$ cat src/rtl/beep_pattern_scheduler_pkg.sv
// Shared constants and types for the beep pattern scheduler.
package beep_pattern_scheduler_pkg;

    localparam int unsigned COUNT_W          = 3;
    localparam int unsigned BEEPS_W          = 4;
    localparam int unsigned COUNT_ZERO_BEEPS = 8;
    localparam int unsigned DEFAULT_TICKS    = 32'd4999999;

    typedef enum logic [1:0] {
        ST_IDLE = 2'd0,
        ST_ON   = 2'd1,
        ST_GAP  = 2'd2
    } state_t;

    // A requested count of zero stands for the maximum burst length.
    function automatic logic [BEEPS_W-1:0] decode_count(input logic [COUNT_W-1:0] c);
        return (c == '0) ? BEEPS_W'(COUNT_ZERO_BEEPS) : BEEPS_W'(c);
    endfunction

endpackage

$ cat src/rtl/beep_pattern_scheduler_rr_arbiter.sv
// Round-robin grant selection: first pending requester at or after rr_ptr.
module beep_pattern_scheduler_rr_arbiter #(
    parameter int unsigned NUM_REQ = 4,
    parameter int unsigned IDX_W   = 2
) (
    input  logic [NUM_REQ-1:0] req_valid,
    input  logic [IDX_W-1:0]   rr_ptr,
    output logic [NUM_REQ-1:0] grant_c,
    output logic [IDX_W-1:0]   grant_idx_c,
    output logic               any_c
);

    logic [31:0] idx;

    always_comb begin
        grant_c     = '0;
        grant_idx_c = '0;
        any_c       = 1'b0;
        idx         = '0;
        for (int unsigned i = 0; i < NUM_REQ; i++) begin
            idx = 32'(rr_ptr) + i;
            if (idx >= NUM_REQ) begin
                idx = idx - NUM_REQ;
            end
            if (!any_c && req_valid[idx[IDX_W-1:0]]) begin
                any_c       = 1'b1;
                grant_idx_c = idx[IDX_W-1:0];
            end
        end
        if (any_c) begin
            grant_c = NUM_REQ'(1) << grant_idx_c;
        end
    end

endmodule

$ cat src/rtl/beep_pattern_scheduler.sv
// Shares one tone generator among requesters, timing beep bursts and gaps.
module beep_pattern_scheduler
    import beep_pattern_scheduler_pkg::*;
#(
    parameter int unsigned NUM_REQ    = 4,
    parameter int unsigned CNT_W      = 32,
    parameter int unsigned BEEP_TICKS = DEFAULT_TICKS,
    parameter int unsigned GAP_TICKS  = DEFAULT_TICKS
) (
    input  logic                       clk,
    input  logic                       rst_n,
    input  logic [NUM_REQ-1:0]         req_valid,
    input  logic [COUNT_W*NUM_REQ-1:0] req_count,
    input  logic [NUM_REQ-1:0]         req_tone,
    input  logic                       abort,
    input  logic                       mute,
    output logic [NUM_REQ-1:0]         req_ack,
    output logic [NUM_REQ-1:0]         req_done,
    output logic                       busy,
    output logic                       wave_in,
    output logic                       wave_enable,
    output logic                       wave_freq_sel
);

    localparam int unsigned IDX_W = (NUM_REQ > 1) ? $clog2(NUM_REQ) : 1;

    state_t             state, state_n;
    logic [CNT_W-1:0]   timer, timer_n;
    logic [BEEPS_W-1:0] beeps_left, beeps_n;
    logic [IDX_W-1:0]   rr_ptr, rr_ptr_n;
    logic [IDX_W-1:0]   gidx, gidx_n;
    logic               tone, tone_n;
    logic [NUM_REQ-1:0] ack_n, done_n;

    logic [NUM_REQ-1:0] grant_c;
    logic [IDX_W-1:0]   grant_idx_c;
    logic               any_c;

    beep_pattern_scheduler_rr_arbiter #(
        .NUM_REQ (NUM_REQ),
        .IDX_W   (IDX_W)
    ) u_rr_arbiter (
        .req_valid   (req_valid),
        .rr_ptr      (rr_ptr),
        .grant_c     (grant_c),
        .grant_idx_c (grant_idx_c),
        .any_c       (any_c)
    );

    // Next-state and sequencing decisions; abort always wins over expiry.
    always_comb begin
        state_n  = state;
        timer_n  = timer;
        beeps_n  = beeps_left;
        rr_ptr_n = rr_ptr;
        gidx_n   = gidx;
        tone_n   = tone;
        ack_n    = '0;
        done_n   = '0;
        unique case (state)
            ST_IDLE: begin
                if (!abort && any_c) begin
                    gidx_n   = grant_idx_c;
                    tone_n   = req_tone[grant_idx_c];
                    beeps_n  = decode_count(req_count[32'(grant_idx_c)*COUNT_W +: COUNT_W]);
                    timer_n  = CNT_W'(BEEP_TICKS);
                    rr_ptr_n = (32'(grant_idx_c) == NUM_REQ - 1) ? '0 : grant_idx_c + IDX_W'(1);
                    ack_n    = grant_c;
                    state_n  = ST_ON;
                end
            end
            ST_ON: begin
                if (abort) begin
                    state_n = ST_IDLE;
                end else if (timer == '0) begin
                    beeps_n = beeps_left - BEEPS_W'(1);
                    if (beeps_left == BEEPS_W'(1)) begin
                        state_n = ST_IDLE;
                        done_n  = NUM_REQ'(1) << gidx;
                    end else begin
                        state_n = ST_GAP;
                        timer_n = CNT_W'(GAP_TICKS);
                    end
                end else begin
                    timer_n = timer - CNT_W'(1);
                end
            end
            ST_GAP: begin
                if (abort) begin
                    state_n = ST_IDLE;
                end else if (timer == '0) begin
                    state_n = ST_ON;
                    timer_n = CNT_W'(BEEP_TICKS);
                end else begin
                    timer_n = timer - CNT_W'(1);
                end
            end
            default: begin
                state_n = ST_IDLE;
            end
        endcase
    end

    // State, timers and all outputs registered from the next-state view.
    always_ff @(posedge clk or negedge rst_n) begin
        if (!rst_n) begin
            state         <= ST_IDLE;
            timer         <= '0;
            beeps_left    <= '0;
            rr_ptr        <= '0;
            gidx          <= '0;
            tone          <= 1'b0;
            req_ack       <= '0;
            req_done      <= '0;
            busy          <= 1'b0;
            wave_in       <= 1'b0;
            wave_enable   <= 1'b0;
            wave_freq_sel <= 1'b0;
        end else begin
            state         <= state_n;
            timer         <= timer_n;
            beeps_left    <= beeps_n;
            rr_ptr        <= rr_ptr_n;
            gidx          <= gidx_n;
            tone          <= tone_n;
            req_ack       <= ack_n;
            req_done      <= done_n;
            busy          <= (state_n != ST_IDLE);
            wave_in       <= (state_n == ST_ON);
            wave_enable   <= (state_n == ST_ON) && !mute;
            wave_freq_sel <= (state_n != ST_IDLE) && tone_n;
        end
    end

endmodule

$ cat config.mk
export PLATFORM = sky130hd
export DESIGN_NAME = beep_pattern_scheduler
export DESIGN_NICKNAME = d
export VERILOG_FILES = /design/src/rtl/beep_pattern_scheduler_pkg.sv /design/src/rtl/beep_pattern_scheduler_rr_arbiter.sv /design/src/rtl/beep_pattern_scheduler.sv
export SDC_FILE = /design/constraint.sdc
export NUM_CORES = 1
export LEC_CHECK = 0
export ABC_AREA = 1
export BUFFER_PORTS_ARGS = -buffer_cell sky130_fd_sc_hd__clkbuf_2
export CAP_MARGIN = 20
export CORE_UTILIZATION = 44
export CTS_CLUSTER_DIAMETER = 50
export DETAILED_ROUTE_END_ITERATION = 6
export GPL_ROUTABILITY_DRIVEN = 0
export RECOVER_POWER = 50
export SLEW_MARGIN = 20
export SYNTH_ARGS = -nofsm -noshare
export SYNTH_HDL_FRONTEND = slang
export SYNTH_SLANG_ARGS = --single-unit
$ cat constraint.sdc
create_clock -name clk -period 2.79 [get_ports clk]
set_input_delay 0.558 -clock clk [delete_from_list [all_inputs] [get_ports clk]]
set_output_delay 0.558 -clock clk [all_outputs]
set_load 0.01 [all_outputs]
==> out/metrics.cfg, run 1 <==
[status]
outcome=completed

[yosys]
synth_cell_types=37
synth_cells=520
yosys_warnings=0
ys_ff_latch=55
synth_seq_area_share_pct=37.21
syn_area_um2=3699
syn-mean-instance-area_um2=7.113
syn_nets=555

[timing]
finalHoldViolations=0
setup-violations-final=0
tightestPinTransition_ns=1.313
finClkSkew_ns=0.007930
setup_ws_ns=0.3329
slew_viol_final=0
fin_setup_tns_ns=0
max_freq_mhz=407.0
whs_ns=0.4040
rsz0062_at_grt=no
post-route-period-util_pct=88.07
fin_crit_ns=2.457
maxSlewHeadroom_pct=12.48

[power]
p_per_area_nw_per_um2=847.4
p_leak_nw=2.084
power_mw=3.458
irDropWorstVdd_v=0.0005228

[cts]
cts_tree=yes
htreeDepth=2
cts.clk_slew.worst_paths_ns=0.10
insertion_delay_ns=0.31
cts_resized=0
clockBufferDepth=2
clockRootBuffer=clkbuf_8
hold_buffers=0
cts_buffers=5
cts_sinks=55
postCtsSetupBuffers=0

[detailed_routing]
drc_errors=0
firstDrtPassIters=4
vias=3292
wl_per_cell_um=12.38
vias_per_cell=4.958
drt_wl_total_um=8219
drt-initial-drc-count=131
route.antenna.remaining_nets=0

[floorplanning]
start_util_pct=45.24
ios=36
core_region_area_um2=8175
die_area_um2=8777
rows=33
die_width_um=93.69
die_y_um=93.69

[place]
placement.io_buffers=35
dp_hpwl_um=6508
dp_slack_ns=0.3435
dpl.cell_count=655
place_area_um2=3964

[finish]
utilization_pct=49.91
layout_common_cells=nand2_1 (121), inv_1 (82), nor2_1 (68)
fin_area_um2=4080
nFillCells=838
final_common_cell=nand2_1
fin_cells=664
drive_gt1_share_pct=13.77
layout.nets=593
area_delta_synth_final_pct=10.32
diodes=0

[critical_path]
critPathRequiredTime_ns=2.99
path_class=reg -> reg
cp-end-kind=register
crit_path_start_kind=register
cp_data_arrival_time_ns=2.66
cp_max_fo=17

[global_routing]
track_usage_pct=20.59
grt.overflow.total=0
antenna_found_initial=0
grt_pass1_wl_um=14240
grt_max_degree=33
grt_pass1_vias=3172

[hold_path]
hp-class=in -> reg

[flow_run]
maxCapViolCount=0

-- critical path, stage by stage (launching register included) --
cell and delay, ns:
dfrtp_1 0.39, inv_1 0.14, ha_1 0.21, nand2_1 0.08
nor2_1 0.17, nand4_1 0.21, nor3_4 0.27, nand3_2 0.15
nand3_4 0.21, buf_4 0.24, nor2_1 0.07, xor2_1 0.14
nor2_1 0.05
-- area by class of cell --
| class | count | area, µm² | share of cell area (%) |
|---|---|---|---|
| timing repair buffer | 41 | 209.0 | 5.121 |
| clock buffer | 6 | 72.57 | 1.779 |
| inverter | 89 | 339.1 | 8.310 |
| sequential | 55 | 1376 | 33.73 |
| clock inverter | 2 | 60.06 | 1.472 |
| multi-input combinational | 366 | 1892 | 46.37 |
| tap | 105 | 131.4 | 3.220 |
-- power breakdown --
| part | internal [mW] | leakage [nW] | total (mW) | switching [mW] |
|---|---|---|---|---|
| clock | 0.359 | 0.0654 | 0.617 | 0.258 |
| sequential | 0.937 | 0.677 | 1.04 | 0.104 |
| combinational | 0.563 | 1.34 | 1.80 | 1.24 |
-- sequential cells by signal (all words and copies together), names as in the netlist --
name           flops
beeps_left         4
gidx               2
wave_in            1
wave_enable        1
busy               1
tone               1
state              2
timer             32
rr_ptr             2
req_done           4
wave_freq_sel      1
req_ack            4
-- cells in the mapped netlist --
master | number | share of area [%]
inv_2 | 6 | 0.61
o21ai_1 | 12 | 1.6
nor2_2 | 6 | 1.0
nand4_1 | 13 | 2.2
buf_4 | 2 | 0.41
nand2_2 | 5 | 0.85
a31oi_1 | 1 | 0.17
buf_2 | 1 | 0.14
and2_1 | 1 | 0.17
nand2_1 | 121 | 12
nand3_4 | 2 | 0.95
xor2_1 | 7 | 1.7
or2_0 | 1 | 0.17
inv_6 | 1 | 0.24
nor2_4 | 3 | 0.91
nor4_1 | 5 | 0.85
xnor2_1 | 1 | 0.24
a21oi_1 | 16 | 2.2
nor3b_2 | 4 | 1.4
o211ai_2 | 1 | 0.34
nor3_4 | 1 | 0.44
buf_6 | 6 | 1.8
nor2_1 | 68 | 6.9
clkbuf_1 | 1 | 0.10
a22oi_1 | 2 | 0.41
dfrtp_1 | 55 | 37
or2_1 | 1 | 0.17
ha_1 | 11 | 3.7
inv_1 | 82 | 8.3
or2_2 | 1 | 0.17
nand3_1 | 36 | 4.9
nand2_4 | 3 | 0.91
nand3b_1 | 3 | 0.61
nand3_2 | 3 | 0.81
o211ai_1 | 1 | 0.20
o21ai_0 | 19 | 2.6
nor3_1 | 18 | 2.4
-- final timing paths --
kind	from	to	slack (ns)	depth (start not counted)
min reg2reg	gidx[1]	req_done[1]	0.47	1
max reg2reg	timer[0]	timer[25]	0.33	12
min in group asynchronous	rst_n	timer[5]	0.51	1
min	mute	wave_enable	0.40	2
max	timer[0]	timer[25]	0.33	12
max in group asynchronous	rst_n	timer[23]	0.81	2
-- layer usage --
layer  global-route usage (%)  routed length [µm]  vias to the layer above
li1                         -                   -                     1713
met1                    26.52                3822                     1507
met2                    35.52                3927                       60
met3                    2.832                 321                       12
met4                    6.538                 147                        0
met5                        0                   0                        -
-- cell families after synthesis --
kind of cell | after synthesis | share of synthesized area [%]
and+or+nand+nor | 295 | 38.06
AOI/OAI and AO/OA | 52 | 7.476
DFF | 55 | 37.21
xor gates and xnor gates | 8 | 1.895
adders and majority gates | 11 | 3.721
buffers and inverters | 99 | 11.64
Power figures use the tool's default switching activity.
==> run 2: changes to the inputs <==
Settings changed: CORE_UTILIZATION 44 to 55, PLACE_DENSITY set to 0.75.
==> run 2 against run 1 <==
Critical path depth unchanged. Register-to-register slack barely moved. Combinational power hardly changed. Critical endpoint is now timer[19]. Highest routed layer unchanged.
==> out/metrics.cfg, run 2 (synthesis results as in run 1) <==
[critical_path]
cp-end-kind=register
path_depth=12  ; unchanged
critPathLaunch=timer[0]
reg2reg_to=timer[19]
rrSetupSlack_ns=0.32  ; about the same
endpoint=timer[19]
cp_data_arrival_time_ns=2.66  ; about the same
critPathRequiredTime_ns=2.98  ; about the same
critPathSlowestCell=dfrtp_1
rr_worst_depth=12  ; unchanged
crit_path_start_kind=register
path_class=reg -> reg
cpPeakStageDelay_ns=0.39  ; about the same
crit_path_cell_trace=inv_1 > ha_1 > nand2_1 > nor2_1 > nand4_1 > nor3_4 > nand3_2 > nand3_4 > nor2_2 > buf_4 > a21oi_1 > o21ai_1
r2r-start=timer[0]
crit_buf_inv=2  ; unchanged
path_delay_family=simple AND/OR/NAND/NOR gates
cp_max_fo=17  ; unchanged

[timing]
fin_setup_tns_ns=0  ; unchanged
max_freq_mhz=405.4  ; -0.40%
rsz0062_at_grt=no
fin_crit_ns=2.467  ; +0.009863 ns
maxSlewHeadroom_pct=11.98  ; -0.50 points
setup-violations-final=0  ; unchanged
finalHoldViolations=0  ; unchanged
finClkSkew_ns=0.01797  ; +0.01004 ns
slew_viol_final=0  ; unchanged
tightestPinTransition_ns=1.320  ; +0.007490 ns
whs_ns=0.3999  ; -0.004089 ns
post-route-period-util_pct=88.42  ; +0.35 points

[floorplanning]
die_width_um=84.01  ; -10%
ios=36  ; unchanged
die_y_um=84.01  ; -10%
die_area_um2=7057  ; -20%
core_region_area_um2=6422  ; -21%
rows=29  ; -12%
start_util_pct=57.59  ; +12 points

[status]
outcome=completed

[cts]
cts.clk_slew.worst_paths_ns=0.11  ; about the same
htreeDepth=2  ; unchanged
cts_buffers=5  ; unchanged
cts_tree=yes
clockRootBuffer=clkbuf_8
insertion_delay_ns=0.31  ; about the same
clockBufferDepth=2  ; unchanged
cts_sinks=55  ; unchanged
hold_buffers=0  ; unchanged

[finish]
drive_gt1_share_pct=14.13  ; +0.36 points
final_common_cell=nand2_1
diodes=0  ; unchanged
regMostFlops=timer
area_delta_synth_final_pct=8.999
largest_reg_flops=32  ; unchanged
layout.nets=593  ; unchanged
layout_common_cells=nand2_1 (121), inv_1 (82), nor2_1 (68)

[global_routing]
use_met1_pct=29.61  ; +3.1 points
grt.overflow.total=0  ; unchanged
grt_pass1_wl_um=14010  ; -1.6%
grt_max_degree=56  ; +70%
gr-usage-met3_pct=4.055  ; +1.2 points
antenna_found_initial=0  ; unchanged
gr-max-usage-layer=met2
track_usage_pct=24.37  ; +3.8 points
grt_pass1_vias=3242  ; +2.2%
grtUsageMet2_pct=44.49  ; +9.0 points

[detailed_routing]
drt-initial-drc-count=231  ; +76%
drc_errors=0  ; unchanged
vias=3426  ; +4.1%
vias_per_cell=5.387  ; +8.7%
firstDrtPassIters=5  ; +1
wl_per_cell_um=12.80  ; +3.4%
route.antenna.remaining_nets=0  ; unchanged
drt_wl_total_um=8138  ; -0.99%

[flow_run]
maxCapViolCount=0  ; unchanged

[power]
power_mw=3.370  ; -2.5%
p_per_area_nw_per_um2=835.8  ; -1.4%
p_leak_nw=2.082  ; about the same
irDropWorstVdd_v=0.0006650  ; +27%

[hold_path]
hp-class=in -> reg

[place]
dp_hpwl_um=6288  ; -3.4%
placement.io_buffers=35  ; unchanged

-- run 2: final cells by class --
type | count | area, µm²
Sequential cell | 55 | 1376
Multi-Input combinational cell | 366 | 1892
Fill cell | 576 | 2391
Timing Repair Buffer | 41 | 210.2
Inverter | 89 | 339.1
Tap cell | 77 | 96.34
Clock inverter | 2 | 35.03
Clock buffer | 6 | 82.58
-- run 2: repair_timing --
| action | in CTS | in global routing |
|---|---|---|
| setup buffers | 0 | 2 |
| gates resized for setup | 0 | 0 |
| endpoints found under the setup margin | 0 | 5 |
| hold endpoints to repair | 0 | 0 |
-- run 2: how the worst min path moves through the flow --
| stage | from | endpoint | cells after the start |
|---|---|---|---|
| after floorplan | rst_n | beeps_left[0] | 0 |
| after global placement | gidx[1] | req_done[0] | 1 |
| after detailed placement | gidx[1] | req_done[0] | 1 |
| after CTS | rst_n | timer[5] | 2 |
| after global routing | mute | wave_enable | 2 |
| final | mute | wave_enable | 2 |
-- run 2: layer usage --
| metal | routed length [µm] | part of all wire [%] |
|---|---|---|
| met4 | 101 | 1.2 |
| met2 | 4120 | 51 |
| met3 | 374 | 4.6 |
| met5 | 0 | 0 |
| met1 | 3542 | 44 |
-- run 2: power by group --
group,internal [mW],switching [mW]
combinational,0.552,1.24
sequential,0.937,0.0990
clock,0.291,0.252
total,1.78,1.59
-- run 2: worst reg2reg max path, delay by kind of cell, from the launching register on --
family / cells / cell delay [ns]
AND/OR/NAND/NOR: 7 / 1.16
flip-flops: 1 / 0.39
buffers and inverters: 2 / 0.34
AO/OA/AOI/OAI: 2 / 0.24
adder cells (fa/ha/maj): 1 / 0.21
-- run 2: through the flow --
step                      setup WS, ns  instances  util [%]  instance area, µm²
final                           0.3230        636     62.77                4031
after CTS                       0.2945        634     62.69                4026
after global placement          0.4092        626     60.86                3909
after global routing           0.06465        636     62.77                4031
after detailed placement        0.3203        626     60.86                3909
after floorplan                 0.7441        520         -                3699
